===== src/rtl/mem_request_arbiter.sv =====
// Round-robin arbiter sharing one memory-map controller command port
// between NUM_REQ requesters, with a read-response timeout watchdog.
module mem_request_arbiter #(
    parameter int NUM_REQ        = 3,
    parameter int TIMEOUT_CYCLES = 1024
) (
    input  logic                  clk,
    input  logic                  reset,
    input  logic                  exit,
    input  logic [NUM_REQ-1:0]    req_valid,
    input  logic [NUM_REQ-1:0]    req_wen,
    input  logic [NUM_REQ*32-1:0] req_addr,
    input  logic [NUM_REQ*32-1:0] req_wdata,
    output logic [NUM_REQ-1:0]    req_ready,
    output logic [NUM_REQ-1:0]    resp_valid,
    output logic                  resp_error,
    output logic [31:0]           resp_addr,
    output logic [31:0]           resp_rdata,
    output logic                  mem_cmd_start,
    output logic                  mem_cmd_write,
    input  logic                  mem_cmd_ready,
    output logic [31:0]           mem_addr,
    output logic [31:0]           mem_wdata,
    input  logic [31:0]           mem_rdata,
    input  logic                  mem_rdata_valid,
    output logic                  busy
);

    localparam int IDW = (NUM_REQ > 1) ? $clog2(NUM_REQ) : 1;
    localparam int CW  = (TIMEOUT_CYCLES > 0) ? $clog2(TIMEOUT_CYCLES + 1) : 1;

    typedef enum logic [1:0] {
        IDLE,
        ISSUE,
        WAIT_RDATA
    } state_e;

    state_e         state_q, state_d;
    logic [IDW-1:0] last_q, last_d;
    logic [IDW-1:0] id_q, id_d;
    logic           wen_q, wen_d;
    logic [31:0]    addr_q, addr_d;
    logic [31:0]    wdata_q, wdata_d;
    logic [CW-1:0]  cnt_q, cnt_d;

    logic           found;
    logic [IDW-1:0] win;
    logic           timeout_hit;
    logic           open;
    logic           accept;

    // Rotating-priority search starting just after the last grant.
    always_comb begin
        int idx;
        found = 1'b0;
        win   = '0;
        idx   = 0;
        for (int k = 1; k <= NUM_REQ; k++) begin
            idx = (int'(last_q) + k) % NUM_REQ;
            if (!found && req_valid[idx]) begin
                found = 1'b1;
                win   = IDW'(idx);
            end
        end
    end

    assign timeout_hit = (TIMEOUT_CYCLES != 0) && (state_q == WAIT_RDATA)
                       && !mem_rdata_valid
                       && (cnt_q == CW'(TIMEOUT_CYCLES - 1));

    assign open = !reset && !exit && !timeout_hit
                && ((state_q == IDLE)
                 || (state_q == WAIT_RDATA && mem_rdata_valid));

    assign accept = open && found;
    assign busy   = (state_q != IDLE);

    // Next-state, request capture and all command/response outputs.
    always_comb begin
        state_d       = state_q;
        last_d        = last_q;
        id_d          = id_q;
        wen_d         = wen_q;
        addr_d        = addr_q;
        wdata_d       = wdata_q;
        cnt_d         = cnt_q;
        req_ready     = '0;
        resp_valid    = '0;
        resp_error    = 1'b0;
        resp_addr     = '0;
        resp_rdata    = '0;
        mem_cmd_start = 1'b0;
        mem_cmd_write = 1'b0;
        mem_addr      = '0;
        mem_wdata     = '0;

        if (accept) begin
            req_ready[win] = 1'b1;
            id_d           = win;
            wen_d          = req_wen[win];
            addr_d         = req_addr[32*int'(win) +: 32];
            wdata_d        = req_wdata[32*int'(win) +: 32];
            last_d         = win;
            state_d        = ISSUE;
        end

        unique case (state_q)
            IDLE: begin
            end
            ISSUE: begin
                mem_cmd_start = 1'b1;
                mem_cmd_write = wen_q;
                mem_addr      = addr_q;
                mem_wdata     = wdata_q;
                if (mem_cmd_ready) begin
                    if (wen_q) begin
                        state_d = IDLE;
                    end else begin
                        state_d = WAIT_RDATA;
                        cnt_d   = '0;
                    end
                end
            end
            WAIT_RDATA: begin
                if (mem_rdata_valid) begin
                    resp_valid[id_q] = 1'b1;
                    resp_rdata       = mem_rdata;
                    resp_addr        = addr_q;
                    if (!accept) begin
                        state_d = IDLE;
                    end
                end else if (timeout_hit) begin
                    resp_valid[id_q] = 1'b1;
                    resp_error       = 1'b1;
                    resp_addr        = addr_q;
                    state_d          = IDLE;
                end else if (cnt_q != {CW{1'b1}}) begin
                    cnt_d = cnt_q + 1'b1;
                end
            end
            default: state_d = IDLE;
        endcase
    end

    // State and saved-request registers; reset parks the pointer at the top.
    always_ff @(posedge clk or posedge reset) begin
        if (reset) begin
            state_q <= IDLE;
            last_q  <= IDW'(NUM_REQ - 1);
            id_q    <= '0;
            wen_q   <= 1'b0;
            addr_q  <= '0;
            wdata_q <= '0;
            cnt_q   <= '0;
        end else begin
            state_q <= state_d;
            last_q  <= last_d;
            id_q    <= id_d;
            wen_q   <= wen_d;
            addr_q  <= addr_d;
            wdata_q <= wdata_d;
            cnt_q   <= cnt_d;
        end
    end

endmodule


===== config.mk =====
export PLATFORM = sky130hd
export DESIGN_NAME = mem_request_arbiter
export DESIGN_NICKNAME = d
export VERILOG_FILES = /design/src/rtl/mem_request_arbiter.sv
export SDC_FILE = /design/constraint.sdc
export NUM_CORES = 1
export LEC_CHECK = 0
export ABC_AREA = 1
export BUFFER_PORTS_ARGS = -buffer_cell sky130_fd_sc_hd__buf_2
export CORE_AREA = 2 2 146 148
export DETAILED_ROUTE_END_ITERATION = 6
export DIE_AREA = 0 0 148 150
export PLACE_DENSITY = 0.6
export SLEW_MARGIN = 20
export SYNTH_ARGS = -nofsm -noshare
export SYNTH_HDL_FRONTEND = slang
export SYNTH_SLANG_ARGS = --single-unit

===== constraint.sdc =====
create_clock -name clk -period 4.4 [get_ports clk]
set_input_delay 0.22 -clock clk [delete_from_list [all_inputs] [get_ports clk]]
set_output_delay 0.22 -clock clk [all_outputs]
set_load 0.01 [all_outputs]

==> metrics, run 1 <==
layout cells sized above 1 30.9%; Seq cells post-synth 81; worst rel slew slack 31.8%; Fmax 282 MHz; crit-path max FO 66; nets 1,607; Req. time, crit path 4180 ps; power density over the cells 557 mW/mm²; pin count of the biggest net entering global routing 67; Post-synth ARST share 100%; Initial Util 29.2%; CP Class flip-flop to output port; cells after synthesis 1,033; Antenna Violating Nets Remaining 0; Flop pwr share 26.8%; Core Footprint 0.0207 mm²; area leader, netlist dfrtp_1; Post-synth EDFFs 0; min-delay worst type input pin to async pin; Combinational Power Share 57.2%; kind of start point of the critical path flip-flop; syn nets 1,271; R2R Path End addr_q[8]$_DFFE_PP0P_; drt wl/cell 13.6 µm; slowest stage delay, CP 710 ps; Worst Tran Pin Value 1020 ps; first-pass GRT wire length 34.4 mm; top cells by count, synth 310 x nand2_1, 272 x nor2_1, 132 x nand3_1; DRC viols 0; H-tree levels 3; internal power 2340 µW; flop-to-flop setup slack 1130 ps; CTS tree built; # setup viols final 0; critical path arrival 3320 ps; Psw 2290 µW; Netlist Area Pre-Place 0.00605 mm²; max-cap violation count 0; Die W 148 µm; GPL Wtd Cong 0.840; die area 0.0222 mm²; sequential area share after synthesis 33.5%; status complete, but fails checks; Worst-Skew Late Latency 350 ps; Worst Setup End Kind output port; Vias/cell 4.43; # clock sinks 81; leakage power 0.00509 µW; RSZ-0062 raised after global routing no; post-route clock period utilization 80.5%; clk_skew 10.8 ps; WL final 22.4 mm; CP cell instances inv_1, ha_1, inv_2, nand2_1, nand3_1, nand2_2, nand3_1, nand2_1, inv_1, nand2_4, nor2_4, buf_2; distinct cell type count after synthesis 29; share of the synthesized area in the top cell type 33.1%; Switching Fraction 49.5%; Mapped Avg Cell Area 5.86 µm²; CTS Buffer Depth 2; TritonCTS Buffers 9; Critical-path top delay cell nor2_4; Via Count 7,314; fin. max-slew vios 0; largest cells by area after synthesis dfrtp_1 33%, nand2_1 19%, nor2_1 17%; Peak supply drop 0.253 mV; most common cell in the netlist nand2_1; Clock Power Share 16.0%; # resized after CTS 0; failing checks hold timing; DP Wirelength 16.6 mm; hold_ws -11.8 ps; I/O Pins 373; clk slew on worst S/H paths 70 ps; worst reg2reg path startpoint last_q[1]$_DFFE_PP1P_; final hold violation count 15; IO Port Bufs 372; Die Span Y 150 µm; vias in the first global route 6,899; Util after Layout 40.2%; setup bufs post-CTS 0; Setup TNS Final 0 ps; Final Critical Period 3540 ps; Most used DFF post-synth dfrtp_1; Inst Count DP 1,633; initial antenna violation count 2; # rows 53; depth of the most critical reg-to-reg path 14; global route overflow 0; Syn-to-layout area delta 37.5%; CTS Hold Bufs 0; GR Util All Layers 19.6%; clock root buffer clkbuf_16; DRC marker count from the first detailed-route iteration 337; DR pass1 iterations 5; Yosys warnings 0; Finished Layout Cells 1,651
metrics by stage:
step / hold slack, ps / setup WS (ps) / total power [µW] / instance area [µm²]
after global placement: 379 / 1150 / 3900 / 8030
after floorplan: 337 / 2100 / 3150 / 6050
final: -11.8 / 857 / 4630 / 8320
after detailed placement: 380 / 1110 / 3940 / 8030
after CTS: 8.18 / 811 / 4700 / 8310
after global routing: 42.3 / 549 / 5130 / 8310
per-layer routing:
layer / global-route usage [%] / share of wire (%) / vias up / wire (µm)
met5: 0 / 0 / - / 0
met4: 5.81 / 1.7 / 0 / 380
met3: 4.88 / 7.2 / 20 / 1610
met2: 36.8 / 51 / 269 / 11500
met1: 21.9 / 40 / 3245 / 8930
li1: - / - / 3780 / -
registers in the layout, summed over array words and instances, names as in the netlist:
| signal | count |
|---|---|
| cnt_q | 11 |
| id_q | 1 |
| last_q | 2 |
| state_q | 2 |
| addr_q | 32 |
| wen_q | 1 |
| wdata_q | 32 |
worst max path at each step:
stage	startpoint	to	slack [ps]	depth (start not counted)
6_report	last_q[1]$_DFFE_PP1P_	req_ready[0]	860	12
5_1_grt	last_q[1]$_DFFE_PP1P_	req_ready[0]	550	12
4_1_cts	last_q[1]$_DFFE_PP1P_	req_ready[0]	810	12
3_5_place_dp	last_q[1]$_DFFE_PP1P_	addr_q[8]$_DFFE_PP0P_	1110	14
3_3_place_gp	last_q[1]$_DFFE_PP1P_	addr_q[15]$_DFFE_PP0P_	1150	14
2_1_floorplan	reset	addr_q[0]$_DFFE_PP0P_	2100	1
logic make-up (layout without fill, tap and decap cells):
logic type                 count (synthesis)  after routing  share of synthesized area (%)
AOI/OAI and AO/OA                         17             17                           1.63
and+or+nand+nor                          740            740                           49.9
other                                      0              2                              0
buffers and inverters                    185            526                           13.3
adders and majority gates                  3              3                          0.621
DFF                                       81             81                           33.5
xor gates and xnor gates                   7              7                           1.01
power groups by stage:
stage | logic, µW | clock network (µW) | registers, µW
finish | 2650 | 742 | 1240
detailed placement | 2680 | 0 | 1260
global route | 3050 | 799 | 1280
CTS | 2690 | 769 | 1250
global placement | 2660 | 0 | 1240
floorplan | 1950 | 0 | 1200
cell usage in the layout (no fill, tap or decap), types with 7 or more instances in the layout:
cell type  count
buf_4         11
nand3_1      132
dfrtp_1       80
nor2_1       272
buf_2        372
inv_1        118
inv_2          7
clkbuf_16      9
nand2_1      310
nor3_1         9
o21ai_0       11
critical path, delay by kind of cell (launching register included):
kind          cells  cell delay (ps)
flops             1              530
buf+inv           4              490
fa+ha+maj         1              390
simple gates      7             1560
cell type report:
class                      instances  area, µm²
sequential                        81       2030
clock inverter                     6       50.0
timing repair buffer             383       1940
tap                              275        344
multi-input combinational        767       3230
inverter                         127        479
fill                            2334      12400
antenna                            2       5.00
clock buffer                      10        239
No activity file was read; power rests on OpenSTA's default activity.
==> run 2: changes to the inputs <==
Settings changed: PLACE_DENSITY 0.6 to 0.63.
Clock period 4.4 ns to 2.9 ns, I/O delays scaled along.
==> run 2 against run 1 <==
Effect of this change: the flow now finishes without violations; sequential share of layout area down 0.52 points; via count up 3.0%; total power up 54%; setup slack worse by 660 ps; largest cell class unchanged; largest power group unchanged.
==> metrics, run 2 (synthesized netlist as in run 1, its figures left out) <==
status completed (was complete, but fails checks); GR Util All Layers 19.7% (was 19.6%); Power Total 7160 µW (was 4630 µW); crit-path most repeated cell nand2_2; critical path arrival 2560 ps (was 3320 ps); RSZ-0062 raised after global routing no (unchanged); nets 1,621 (was 1,607); clock root buffer clkbuf_16 (unchanged); post-route clock period utilization 93.2%; global route overflow 0 (unchanged); Antenna Violating Nets Remaining 0 (unchanged); CP cell instances inv_1, ha_2, inv_2, nand2_1, nand3_1, nand2_2, nand4_1, nand2_2, buf_4, nor2_1, buf_2 (was inv_1, ha_1, inv_2, nand2_1, nand3_1, nand2_2, nand3_1, nand2_1, inv_1, nand2_4, nor2_4, buf_2); crit-path leading delay family buffers and inverters (was simple AND/OR/NAND/NOR gates); DRC marker count from the first detailed-route iteration 278 (was 337); WL final 22.6 mm (was 22.4 mm); DP Wirelength 17.0 mm (was 16.6 mm); # setup viols final 0 (unchanged); DRC viols 0 (unchanged); R2R Path End wdata_q[23]$_DFFE_PP0P_ (was addr_q[8]$_DFFE_PP0P_); drt wl/cell 13.6 µm (about the same); I/O Pins 373 (unchanged); flop-to-flop setup slack 460 ps (was 1130 ps); Critical-path top delay cell dfstp_2 (was nor2_4); CTS tree built (unchanged); worst rel slew slack 48.0% (was 31.8%); min-delay worst type input pin to flip-flop (was input pin to async pin); leakage power 0.00518 µW (was 0.00509 µW); worst hold start req_wdata[6]; clk slew on worst S/H paths 60 ps (was 70 ps); layout cells sized above 1 31.2% (was 30.9%); worst reg2reg path startpoint last_q[1]$_DFFE_PP1P_ (unchanged); Fmax 370 MHz; Die Span Y 150 µm (unchanged); Worst Tran Pin Value 780 ps (was 1020 ps); Initial Util 29.2% (unchanged); slowest stage delay, CP 530 ps (was 710 ps); final hold violation count 0 (was 15); Worst Hold End wdata_q[6]$_DFFE_PP0P_; initial antenna violation count 1 (was 2); # rows 53 (unchanged); Via Count 7,537 (was 7,314); depth of the most critical reg-to-reg path 15 (was 14); clk_skew 11.4 ps (was 10.8 ps); Core Footprint 0.0207 mm² (unchanged); power density over the cells 842 mW/mm² (was 557 mW/mm²); # clock sinks 81 (unchanged); DR pass1 iterations 4 (was 5); CP Class flip-flop to output port (unchanged); Worst Setup End Kind output port (unchanged); kind of start point of the critical path flip-flop (unchanged); Final Critical Period 2700 ps; fin. max-slew vios 0 (unchanged); GPL Wtd Cong 0.809 (was 0.840); crit-path max FO 35 (was 66); max-cap violation count 0 (unchanged); Peak supply drop 0.277 mV (was 0.253 mV); TritonCTS Buffers 9 (unchanged); hold depth 3; IO Port Bufs 372 (unchanged); WP buf/inv 4 (unchanged); pin count of the biggest net entering global routing 51 (was 67); Syn-to-layout area delta 40.5% (was 37.5%); Regs by FF count addr_q: 32 flops, wdata_q: 32 flops, cnt_q: 11 flops (unchanged); Worst-Skew Late Latency 340 ps (was 350 ps); H-tree levels 3 (unchanged); vias in the first global route 7,107 (was 6,899); CTS Buffer Depth 2 (unchanged); Setup TNS Final 0 ps (unchanged); Vias/cell 4.53 (was 4.43); commonest non-fill, non-tap cell in the layout buf_2 (unchanged); first-pass GRT wire length 34.9 mm (was 34.4 mm); die area 0.0222 mm² (unchanged); hold_ws 11.2 ps (was -11.8 ps); most frequent cells in the layout 372 x buf_2, 310 x nand2_1, 272 x nor2_1, 132 x nand3_1, 118 x inv_1 (unchanged); Req. time, crit path 2760 ps (was 4180 ps); Die W 148 µm (unchanged)
-- run 2: worst max-delay path by stage --
stage | start | to | slack, ps | depth (start not counted)
after global routing | last_q[1]$_DFFE_PP1P_ | req_ready[0] | 3 | 13
after detailed placement | last_q[1]$_DFFE_PP1P_ | wdata_q[18]$_DFFE_PP0P_ | 390 | 14
after floorplan | reset | addr_q[0]$_DFFE_PP0P_ | 680 | 1
after CTS | last_q[1]$_DFFE_PP1P_ | req_ready[0] | 40 | 13
final | last_q[1]$_DFFE_PP1P_ | req_ready[2] | 200 | 11
after global placement | last_q[1]$_DFFE_PP1P_ | wen_q$_DFFE_PP0P_ | 460 | 14
-- run 2: worst register-to-register path, delay by kind of cell, from the launching register on --
kind | cells | cell delay (ps)
fa+ha+maj | 1 | 390
buf+inv | 4 | 400
flops | 1 | 530
simple gates | 10 | 1040
-- run 2: stage by stage --
| step | cell area [µm²] | worst slack (ps) | instances | utilization, % |
|---|---|---|---|---|
| floorplan | 6050 | 677 | 1033 | - |
| global placement | 8160 | 457 | 1642 | 39.4 |
| detailed placement | 8160 | 392 | 1642 | 39.4 |
| CTS | 8490 | 37.6 | 1663 | 41.0 |
| global route | 8500 | 3.17 | 1664 | 41.1 |
| finish | 8500 | 198 | 1664 | 41.1 |
-- run 2: final cells by class --
| cell class | count | area [µm²] |
|---|---|---|
| multi-input combinational | 767 | 3230 |
| clock buffer | 11 | 243 |
| sequential | 81 | 2030 |
| clock inverter | 5 | 40.0 |
| timing repair buffer | 397 | 2120 |
| fill | 2306 | 12200 |
| tap | 275 | 344 |
| antenna | 1 | 2.50 |
| inverter | 127 | 485 |
-- run 2: repair_timing --
action / CTS / global route
gates resized for setup: 0 / 5
endpoints found under the hold margin: 41 / 0
endpoints found under the setup margin: 0 / 2
setup buffers: 0 / 0
hold buffers: 5 / 0
-- run 2: per-layer routing --
| metal | vias to the layer above | track usage [%] | wire (µm) |
|---|---|---|---|
| met1 | 3440 | 23.3 | 9470 |
| met2 | 280 | 36.8 | 11400 |
| met3 | 16 | 3.72 | 1430 |
| met4 | 0 | 4.62 | 293 |
| met5 | - | 0 | 0 |
| li1 | 3801 | - | - |
-- run 2: power by group --
group	switching [µW]	total [µW]	internal, µW
Sequential	263	1880	1620
Combinational	2720	4150	1430
Clock	518	1130	612
Total	3500	7160	3650
==> run 3: changes to the inputs <==
Settings changed: RECOVER_POWER set to 25.
==> run 3 against run 2 <==
Effect of this change: the flow now finishes with violations (capacitance limit, slew limit); highest routed layer unchanged; clock power hardly changed; wire length grew 0.11%; setup slack got worse by 0.93 ps; non-clock buffer count unchanged; design area fell by 0.18%; sequential power hardly changed; via count down 0.32%; critical path depth unchanged; first-iteration DRC count grew 3.6%.
==> metrics, run 3 (synthesized netlist as in run 1, its figures left out) <==
slowest stage delay, CP 530 ps (about the same); die area 0.0222 mm² (unchanged); DRC marker count from the first detailed-route iteration 288 (was 278); initial antenna violation count 1 (unchanged); status complete, but fails checks (was completed); failing checks capacitance limit, slew limit; clk_skew 9.72 ps (was 11.4 ps); # rows 53 (unchanged); Antenna Violating Nets Remaining 0 (unchanged); Die W 148 µm (unchanged); first-pass GRT wire length 34.9 mm (unchanged); vias in the first global route 7,107 (unchanged); crit-path most repeated cell nand2_2 (unchanged); I/O Pins 373 (unchanged); CTS Buffer Depth 2 (unchanged); CP cell instances inv_1, ha_2, inv_2, nand2_1, nand3_1, nand2_2, nand4_1, nand2_2, buf_4, nor2_1, buf_2 (unchanged); power density over the cells 843 mW/mm² (was 842 mW/mm²); Worst-Skew Late Latency 340 ps (about the same); min-delay worst type input pin to flip-flop (unchanged); CTS tree built (unchanged); most frequent cells in the layout 370 x buf_2, 310 x nand2_1, 272 x nor2_1, 132 x nand3_1, 118 x inv_1 (was 372 x buf_2, 310 x nand2_1, 272 x nor2_1, 132 x nand3_1, 118 x inv_1); layout cells sized above 1 31.1% (was 31.2%); GPL Wtd Cong 0.809 (unchanged); pin count of the biggest net entering global routing 51 (unchanged); Power Total 7150 µW (was 7160 µW); fin. max-slew vios 40 (was 0); kind of start point of the critical path flip-flop (unchanged); Setup TNS Final 0 ps (unchanged); post-route clock period utilization 93.2% (about the same); clock root buffer clkbuf_16 (unchanged); TritonCTS Buffers 9 (unchanged); DP Wirelength 17.0 mm (unchanged); Vias/cell 4.52 (was 4.53); DR pass1 iterations 4 (unchanged); # clock sinks 81 (unchanged); global route overflow 0 (unchanged); commonest non-fill, non-tap cell in the layout buf_2 (unchanged); Syn-to-layout area delta 40.3% (was 40.5%); Worst Setup End Kind output port (unchanged); Worst Tran Pin Value 1920 ps (was 780 ps); Req. time, crit path 2760 ps (about the same); Critical-path top delay cell dfstp_2 (unchanged); H-tree levels 3 (unchanged); Final Critical Period 2700 ps (about the same); final hold violation count 0 (unchanged); Util after Layout 41.0% (was 41.1%); nets 1,621 (unchanged); WL final 22.7 mm (was 22.6 mm); leakage power 0.00516 µW (was 0.00518 µW); drt wl/cell 13.6 µm (about the same); GR Util All Layers 19.7% (unchanged); Fmax 370 MHz (about the same); Peak supply drop 0.277 mV (about the same); clk slew on worst S/H paths 60 ps (about the same); RSZ-0062 raised after global routing no (unchanged); crit-path max FO 35 (unchanged); Regs by FF count addr_q: 32 flops, wdata_q: 32 flops, cnt_q: 11 flops (unchanged); max-cap violation count 1 (was 0); Core Footprint 0.0207 mm² (unchanged); DRC viols 0 (unchanged); IO Port Bufs 372 (unchanged); Die Span Y 150 µm (unchanged); critical path arrival 2560 ps (about the same); hold_ws 10.1 ps (was 11.2 ps); setup bufs post-CTS 0 (unchanged); # setup viols final 0 (unchanged); Via Count 7,513 (was 7,537); worst rel slew slack -28.5% (was 48.0%); CP Class flip-flop to output port (unchanged); Initial Util 29.2% (unchanged)
[run 3: changes by cell type in the layout (fill, tap and decap cells not counted)]
cell / delta
clkinv_2: -1
buf_2: -2
buf_12: -1
clkbuf_1: +2
clkinvlp_2: +1
clkbuf_4: +1
[run 3: worst max-delay path, delay by kind of cell, from the launching register on]
| kind | cells | cell delay [ps] |
|---|---|---|
| buf+inv | 4 | 680 |
| simple gates | 6 | 610 |
| flops | 1 | 530 |
| fa+ha+maj | 1 | 390 |
[run 3: metrics by stage]
stage	instance area (µm²)	setup slack (ps)	std cells
floorplan	6050	677	1033
global placement	8160	457	1642
detailed placement	8160	392	1642
CTS	8490	37.6	1663
global route	8480	3.17	1664
finish	8480	197	1664
[run 3: layer usage]
layer | up-vias | GRT usage (%) | part of all wire, % | wire (µm)
met5 | - | 0 | 0 | 0
li1 | 3802 | - | - | -
met2 | 260 | 36.8 | 51 | 11500
met4 | 0 | 4.62 | 1.3 | 293
met3 | 16 | 3.72 | 6.1 | 1380
met1 | 3435 | 23.3 | 42 | 9520
[run 3: layout make-up]
type	instances	area (µm²)
antenna	1	2.50
clock buffer	11	243
clock inverter	5	40.0
fill	2307	12200
inverter	127	485
multi-input combinational	767	3230
sequential	81	2030
tap	275	344
timing repair buffer	397	2110
[run 3: where the power goes]
part,switching (µW),leakage (µW),internal [µW]
registers,263,0.000979,1620
logic,2720,0.00404,1420
clock network,515,0.000140,612
[run 3: path summary, 6_finish.rpt]
| path | from | to | slack, ps | cells past startpoint |
|---|---|---|---|---|
| max | last_q[1]$_DFFE_PP1P_ | req_ready[2] | 200 | 11 |
| min | req_wdata[6] | wdata_q[6]$_DFFE_PP0P_ | 10 | 3 |
| max reg2reg | last_q[1]$_DFFE_PP1P_ | wdata_q[23]$_DFFE_PP0P_ | 460 | 15 |
| min reg2reg | addr_q[14]$_DFFE_PP0P_ | addr_q[14]$_DFFE_PP0P_ | 510 | 2 |
| max in group asynchronous | reset | wdata_q[22]$_DFFE_PP0P_ | 580 | 4 |
| min in group asynchronous | reset | cnt_q[9]$_DFFE_PP0P_ | 840 | 3 |
[run 3: timing repair]
item                       in CTS  in global routing
setup endpoints to repair       0                  2
hold endpoints to repair       41                  0
gates resized for setup         0                  5
hold buffers                    5                  0
